<file path="src/rtl/adc_sequencer_if.sv">
// Handshake between the sequencer (master) and the 8-bit SAR ADC controller (slave).
// The master raises go and the slave answers with valid/result.
interface adc_sequencer_if #(
    parameter int WIDTH = 8
);
    logic             go;
    logic             valid;
    logic [WIDTH-1:0] result;

    modport master (output go, input valid, input result);
    modport slave  (input go, output valid, output result);
endinterface

</file>
<file path="src/rtl/adc_sequencer.sv">
// Burst sequencer for the SAR ADC controller: runs 2^AVG_LOG2 conversions per start
// and reports floor-average, min and max, or flags a conversion that never completed.
module adc_sequencer #(
    parameter int WIDTH    = 8,
    parameter int AVG_LOG2 = 2,
    parameter int GAP      = 2,
    parameter int TIMEOUT  = 64
) (
    input  logic             clk,
    input  logic             rst,
    input  logic             start,
    output logic             busy,
    output logic             done,
    output logic             error,
    output logic [WIDTH-1:0] avg,
    output logic [WIDTH-1:0] min_val,
    output logic [WIDTH-1:0] max_val,
    adc_sequencer_if.master  sar
);

    localparam int N  = 1 << AVG_LOG2;
    localparam int AW = WIDTH + AVG_LOG2;
    localparam int CW = AVG_LOG2 + 1;
    localparam int TW = $clog2(TIMEOUT);
    localparam int GW = $clog2(GAP + 1);

    typedef enum logic [1:0] {
        S_IDLE,
        S_CONV,
        S_GAP,
        S_FINISH
    } state_t;

    state_t state, state_next;

    logic [AW-1:0]    acc;
    logic [CW-1:0]    cnt;
    logic [TW-1:0]    timer;
    logic [GW-1:0]    gap_cnt;
    logic [WIDTH-1:0] min_r;
    logic [WIDTH-1:0] max_r;
    logic             timed_out;

    logic accept, capture, timeout, last, gap_done;

    // done is high for the cycle after FINISH, so busy covers it and start is held off.
    assign busy     = (state != S_IDLE) || done;
    assign accept   = (state == S_IDLE) && start && !done;
    assign capture  = (state == S_CONV) && sar.valid;
    assign timeout  = (state == S_CONV) && !sar.valid && (timer == TW'(TIMEOUT - 1));
    assign last     = (cnt == CW'(N - 1));
    assign gap_done = (gap_cnt >= GW'(GAP - 1));

    // NOTE: asynchronous reset must appear in the sensitivity list, otherwise it synthesises as synchronous.
    always_ff @(posedge clk or posedge rst) begin
        if (rst) state <= S_IDLE;
        else     state <= state_next;
    end

    // NOTE: default assignment first so every path assigns state_next and no latch is inferred.
    always_comb begin
        state_next = state;
        case (state)
            S_IDLE:   if (accept) state_next = S_CONV;
            S_CONV: begin
                if (capture)      state_next = last ? S_FINISH : S_GAP;
                else if (timeout) state_next = S_FINISH;
            end
            // A valid still high from the last conversion must drop before the next go.
            S_GAP:    if (gap_done && !sar.valid) state_next = S_CONV;
            S_FINISH: state_next = S_IDLE;
            default:  state_next = S_IDLE;
        endcase
    end

    // NOTE: non-blocking assignments keep every register sampling pre-edge values of the others.
    always_ff @(posedge clk or posedge rst) begin
        if (rst) begin
            sar.go    <= 1'b0;
            done      <= 1'b0;
            error     <= 1'b0;
            avg       <= '0;
            min_val   <= '0;
            max_val   <= '0;
            acc       <= '0;
            cnt       <= '0;
            timer     <= '0;
            gap_cnt   <= '0;
            min_r     <= '0;
            max_r     <= '0;
            timed_out <= 1'b0;
        end else begin
            sar.go <= (state_next == S_CONV);
            done   <= (state == S_FINISH);
            case (state)
                S_IDLE: begin
                    if (accept) begin
                        acc       <= '0;
                        cnt       <= '0;
                        timer     <= '0;
                        gap_cnt   <= '0;
                        min_r     <= '1;
                        max_r     <= '0;
                        error     <= 1'b0;
                        timed_out <= 1'b0;
                    end
                end
                S_CONV: begin
                    if (capture) begin
                        acc     <= acc + AW'(sar.result);
                        timer   <= '0;
                        gap_cnt <= '0;
                        if (sar.result < min_r) min_r <= sar.result;
                        if (sar.result > max_r) max_r <= sar.result;
                        if (!last) cnt <= cnt + 1'b1;
                    end else if (timeout) begin
                        timed_out <= 1'b1;
                    end else begin
                        timer <= timer + 1'b1;
                    end
                end
                S_GAP: begin
                    if (gap_cnt != GW'(GAP)) gap_cnt <= gap_cnt + 1'b1;
                end
                S_FINISH: begin
                    // An aborted burst leaves the previous results on the outputs.
                    if (timed_out) begin
                        error <= 1'b1;
                    end else begin
                        avg     <= acc[AW-1:AVG_LOG2];
                        min_val <= min_r;
                        max_val <= max_r;
                    end
                end
                default: ;
            endcase
        end
    end

endmodule

</file>
<file path="src/flat_wrapper.sv">
// flat-port wrapper written by rule: the top's interface ports become plain ports
module adc_sequencer_flat 
#(
    parameter int WIDTH    = 8,
    parameter int AVG_LOG2 = 2,
    parameter int GAP      = 2,
    parameter int TIMEOUT  = 64
)
  (clk, rst, start, busy, done, error, avg, min_val, max_val, sar_go, sar_valid, sar_result);
  adc_sequencer_if #(.WIDTH(WIDTH)) sar_i ();
  input  logic clk;
  input  logic rst;
  input  logic start;
  output logic busy;
  output logic done;
  output logic error;
  output logic [WIDTH-1:0] avg;
  output logic [WIDTH-1:0] min_val;
  output logic [WIDTH-1:0] max_val;
  output wire logic [$bits(sar_i.go)-1:0] sar_go;
  input wire logic [$bits(sar_i.valid)-1:0] sar_valid;
  input wire logic [$bits(sar_i.result)-1:0] sar_result;
  assign sar_go = sar_i.go;
  assign sar_i.valid = sar_valid;
  assign sar_i.result = sar_result;
  adc_sequencer #(.WIDTH(WIDTH), .AVG_LOG2(AVG_LOG2), .GAP(GAP), .TIMEOUT(TIMEOUT)) u_core (.clk(clk), .rst(rst), .start(start), .busy(busy), .done(done), .error(error), .avg(avg), .min_val(min_val), .max_val(max_val), .sar(sar_i));
endmodule
</file>
<file path="config.mk">
export PLATFORM = sky130hd
export DESIGN_NAME = adc_sequencer_flat
export DESIGN_NICKNAME = d
export VERILOG_FILES = /design/src/rtl/adc_sequencer_if.sv /design/src/rtl/adc_sequencer.sv /design/src/flat_wrapper.sv
export SDC_FILE = /design/constraint.sdc
export NUM_CORES = 1
export LEC_CHECK = 0
export BUFFER_PORTS_ARGS = -buffer_cell sky130_fd_sc_hd__clkbuf_2
export CORE_UTILIZATION = 40
export DETAILED_ROUTE_END_ITERATION = 10
export PLACE_DENSITY = 0.67
export SETUP_SLACK_MARGIN = 0.2
export SLEW_MARGIN = 10
export SYNTH_ARGS = -nofsm -noshare
export SYNTH_HDL_FRONTEND = slang
export SYNTH_SLANG_ARGS = --single-unit
export TNS_END_PERCENT = 5
</file>
<file path="constraint.sdc">
create_clock -name clk -period 2.4 [get_ports clk]
set_input_delay 0.48 -clock clk [delete_from_list [all_inputs] [get_ports clk]]
set_output_delay 0.48 -clock clk [all_outputs]
set_load 0.05 [all_outputs]
</file>
==> summary.txt <==
Timing
  • Setup ws final: 0.3466 ns
  • Final TNS setup: 0 ns
  • Unrepaired setup endpoints after global routing: no
  • Layout Skew: 0.01388 ns
  • Final Hold Fails: 0
  • Slew Limit Fails: 0
  • Fmax: between 400 and 500 MHz
  • Period utilization: 0.8556
  • Max-slew headroom: 0.5680
  • Min Clock Period, post-route: slightly above 2 ns
  • Measured slew at the worst slew-check pin: 0.6481 ns
  • Final setup vio count: 0
  • Fin Hold WS: 0.1293 ns

Synth
  • Cells after Synth: 340
  • Synthesized cell area: between 0.003 and 0.004 mm²
  • Main combinational cell family by area after synthesis: simple AND/OR/NAND/NOR gates
  • Synth Area in Compound Gates: 0.1363
  • Mux contribution to synthesized area: 0.08524
  • Distinct cells, synth: 45
  • Synth Area in XOR/XNOR: 0.01479
  • Syn Nets: 381
  • EDFF count, synth: 0
  • Area leader, netlist: dfrtp_1
  • Sequential area share after synthesis: 0.4720
  • Yosys warns: 0
  • Adder-Cell Fraction of Synth Area: 0.1043
  • Flops & latches, synth: 67
  • Synth cell count leaders: dfrtp_1 (67), o21ai_0 (32), nand2_1 (30)
  • Syn Area/Cell: approximately 10 µm²
  • Most used DFF post-synth: dfrtp_1
  • Simple-gate portion of the synthesized area: 0.1448
  • Top cells by area, synth: dfrtp_1 (47%), ha_1 (9.9%), mux2_2 (5.7%), o21ai_0 (4.5%), nand2_1 (3.2%)
  • Ys async rst share: 1.000
  • Yosys top cell area share: 0.4720
  • Top-count cell post-synth: dfrtp_1

Floorplanning
  • Core footprint: 0.008678 mm²
  • FP Rows: 34
  • Die W: 96.24 µm
  • Die ar.: 0.009261 mm²
  • Initial core utilization: 0.4093
  • Die H: between 90 and 100 µm
  • Number of primary I/O pins: 40

Route
  • TritonRoute pass-1 iters: 4
  • Via-per-instance ratio: 5.165
  • Routed via count: 2603
  • Initial drt markers: between 70 and 80
  • Routed WL: ~7.1 mm
  • Post-DR wirelength/cell: approximately 14 µm
  • Final ANT Viol Nets: 0
  • # DRC: 0

Worst hold path
  • Hold WC Path Type: primary input to async pin

Place
  • Final HPWL DP: approximately 5.3 mm
  • RD Place Congestion: about 0.8
  • Placed cells: about 490
  • Post-DP Area: 0.003924 mm²
  • IO Port Bufs: 39
  • Dpl ws: approximately 0.076 ns

Global route
  • Largest net degree at the start of global routing: 46
  • Initial antenna violation count: 0
  • Number of global-route vias before repair: 2603
  • Total GRT Usage: 0.1753
  • Grt ovf: 0
  • First-pass GRT wire length: between 10 and 15 mm

Cells and area
  • Multi-input logic area: approximately 0.0017 mm²
  • Final core utilization: 0.4798
  • Fin area: between 0.004 and 0.005 mm²
  • ANT cells: 0
  • Fillcell total: 826
  • Finished Layout Cells: between 500 and 600
  • Final nets: 433
  • FF/Latch Area: around 0.0017 mm²
  • Layout cells sized above 1: 0.2399
  • Area grow syn2layout: 17.22%

Clocking
  • CTS Root Cell: clkbuf_8
  • Number of H-tree levels: 3
  • TritonCTS clock tree: built
  • # hold bufs at CTS: 0
  • Clock transition at the registers of the reported paths: 0.07 ns
  • # resized after CTS: 0
  • CTS sink cnt: 67
  • Total clock buffers created by CTS: 9
  • Clock tree buffer depth: 2
  • Clk_lat worst skew: 0.36 ns

Power and ir drop
  • Pwr/cell area: between 1000 and 1500 mW/mm²
  • Leakage: approximately 2.1 nW
  • Max IR drop VDD: around 610 µV
  • Total Power: roughly 5.5 mW

Setup path
  • Worst Path Arrival: 2.30 ns
  • Crit Path Category: flip-flop to flip-flop
  • WP data required: approximately 2.6 ns
  • Worst-path fanout max: 8
  • Critical path launch point type: flip-flop
  • Critical Path End Type: flip-flop

Outcome
  • Outcome: completed

Job
  • Max capacitance violation total: 0
[routing by layer]
metal  share of wire  wire length [µm]  GRT usage
met3           0.050               354    0.05371
met4           0.010                72    0.05597
met1            0.45              3216     0.2179
met5               0                 0          0
met2            0.49              3447     0.2896
[worst paths after layout]
path	from	endpoint	slack, ns	depth (start not counted)
setup / recovery	u_core.min_r[6]	u_core.min_r[0]	0.35	6
hold / removal	rst	u_core.max_val[1]	0.13	2
setup reg to reg	u_core.min_r[6]	u_core.min_r[0]	0.35	6
hold reg to reg	u_core.min_val[6]	u_core.min_val[6]	0.48	2
max in group asynchronous	rst	u_core.avg[4]	1.65	3
min in group clk	sar_valid	u_core.state[0]	0.44	2
[where the power goes]
part           switching [mW]  internal [mW]
registers               0.255           1.55
logic                    1.73          0.904
clock network           0.435          0.636
total                    2.42           3.09
[critical path, stage by stage (launching register included)]
cell,delay [ns]
dfrtp_1,0.33
inv_1,0.06
ha_1,0.29
and3_1,0.23
o2111ai_1,0.15
a21oi_2,0.49
mux2_2,0.40
[layout make-up]
cell class / count / share of cell area
clock buffer: 11 / 0.03636
clock inverter: 4 / 0.01773
inverter: 26 / 0.02344
multi-input combinational: 236 / 0.4141
sequential: 67 / 0.4026
tap: 108 / 0.03245
timing repair buffer: 52 / 0.07332
[placed cells by master, fill, tap and decap left out, types with 3 or more instances in the layout]
cell      Yosys  final
dfrtp_1      67     67
clkbuf_2      0     39
o21ai_0      32     32
nand2_1      30     30
nor2_1       28     28
ha_1         28     28
inv_1        26     25
mux2_2       18     18
a21oi_1      14     14
buf_4         0     12
clkbuf_8      0     11
mux2i_1      10     10
nand2b_1      7      7
nor2b_1       5      5
nand4_1       5      5
a22o_1        5      5
nor3_1        5      5
a21o_1        4      4
xnor2_1       4      4
or3_1         4      4
a211oi_1      3      3
o31ai_1       3      3
and3_1        3      3
[flip-flops by register name, summed over array words and instances (netlist names), 3 cells and up]
| name | flops |
|---|---|
| u_core.acc | 10 |
| u_core.avg | 8 |
| u_core.max_r | 8 |
| u_core.max_val | 8 |
| u_core.min_r | 8 |
| u_core.min_val | 8 |
| u_core.timer | 6 |
| u_core.cnt | 3 |
[kinds of logic (layout without fill, tap and decap cells)]
group	Yosys count	in the layout
multiplexers	28	28
AND/OR/NAND/NOR	100	100
AO/OA/AOI/OAI	73	73
adder cells (fa/ha/maj)	29	29
XOR/XNOR	6	6
buffers and inverters	37	93
flip-flops	67	67
[what timing repair did]
item,CTS,global route
endpoints found under the setup margin,0,4
setup buffers,0,2
endpoints found under the hold margin,0,0
Power figures use the tool's default switching activity.
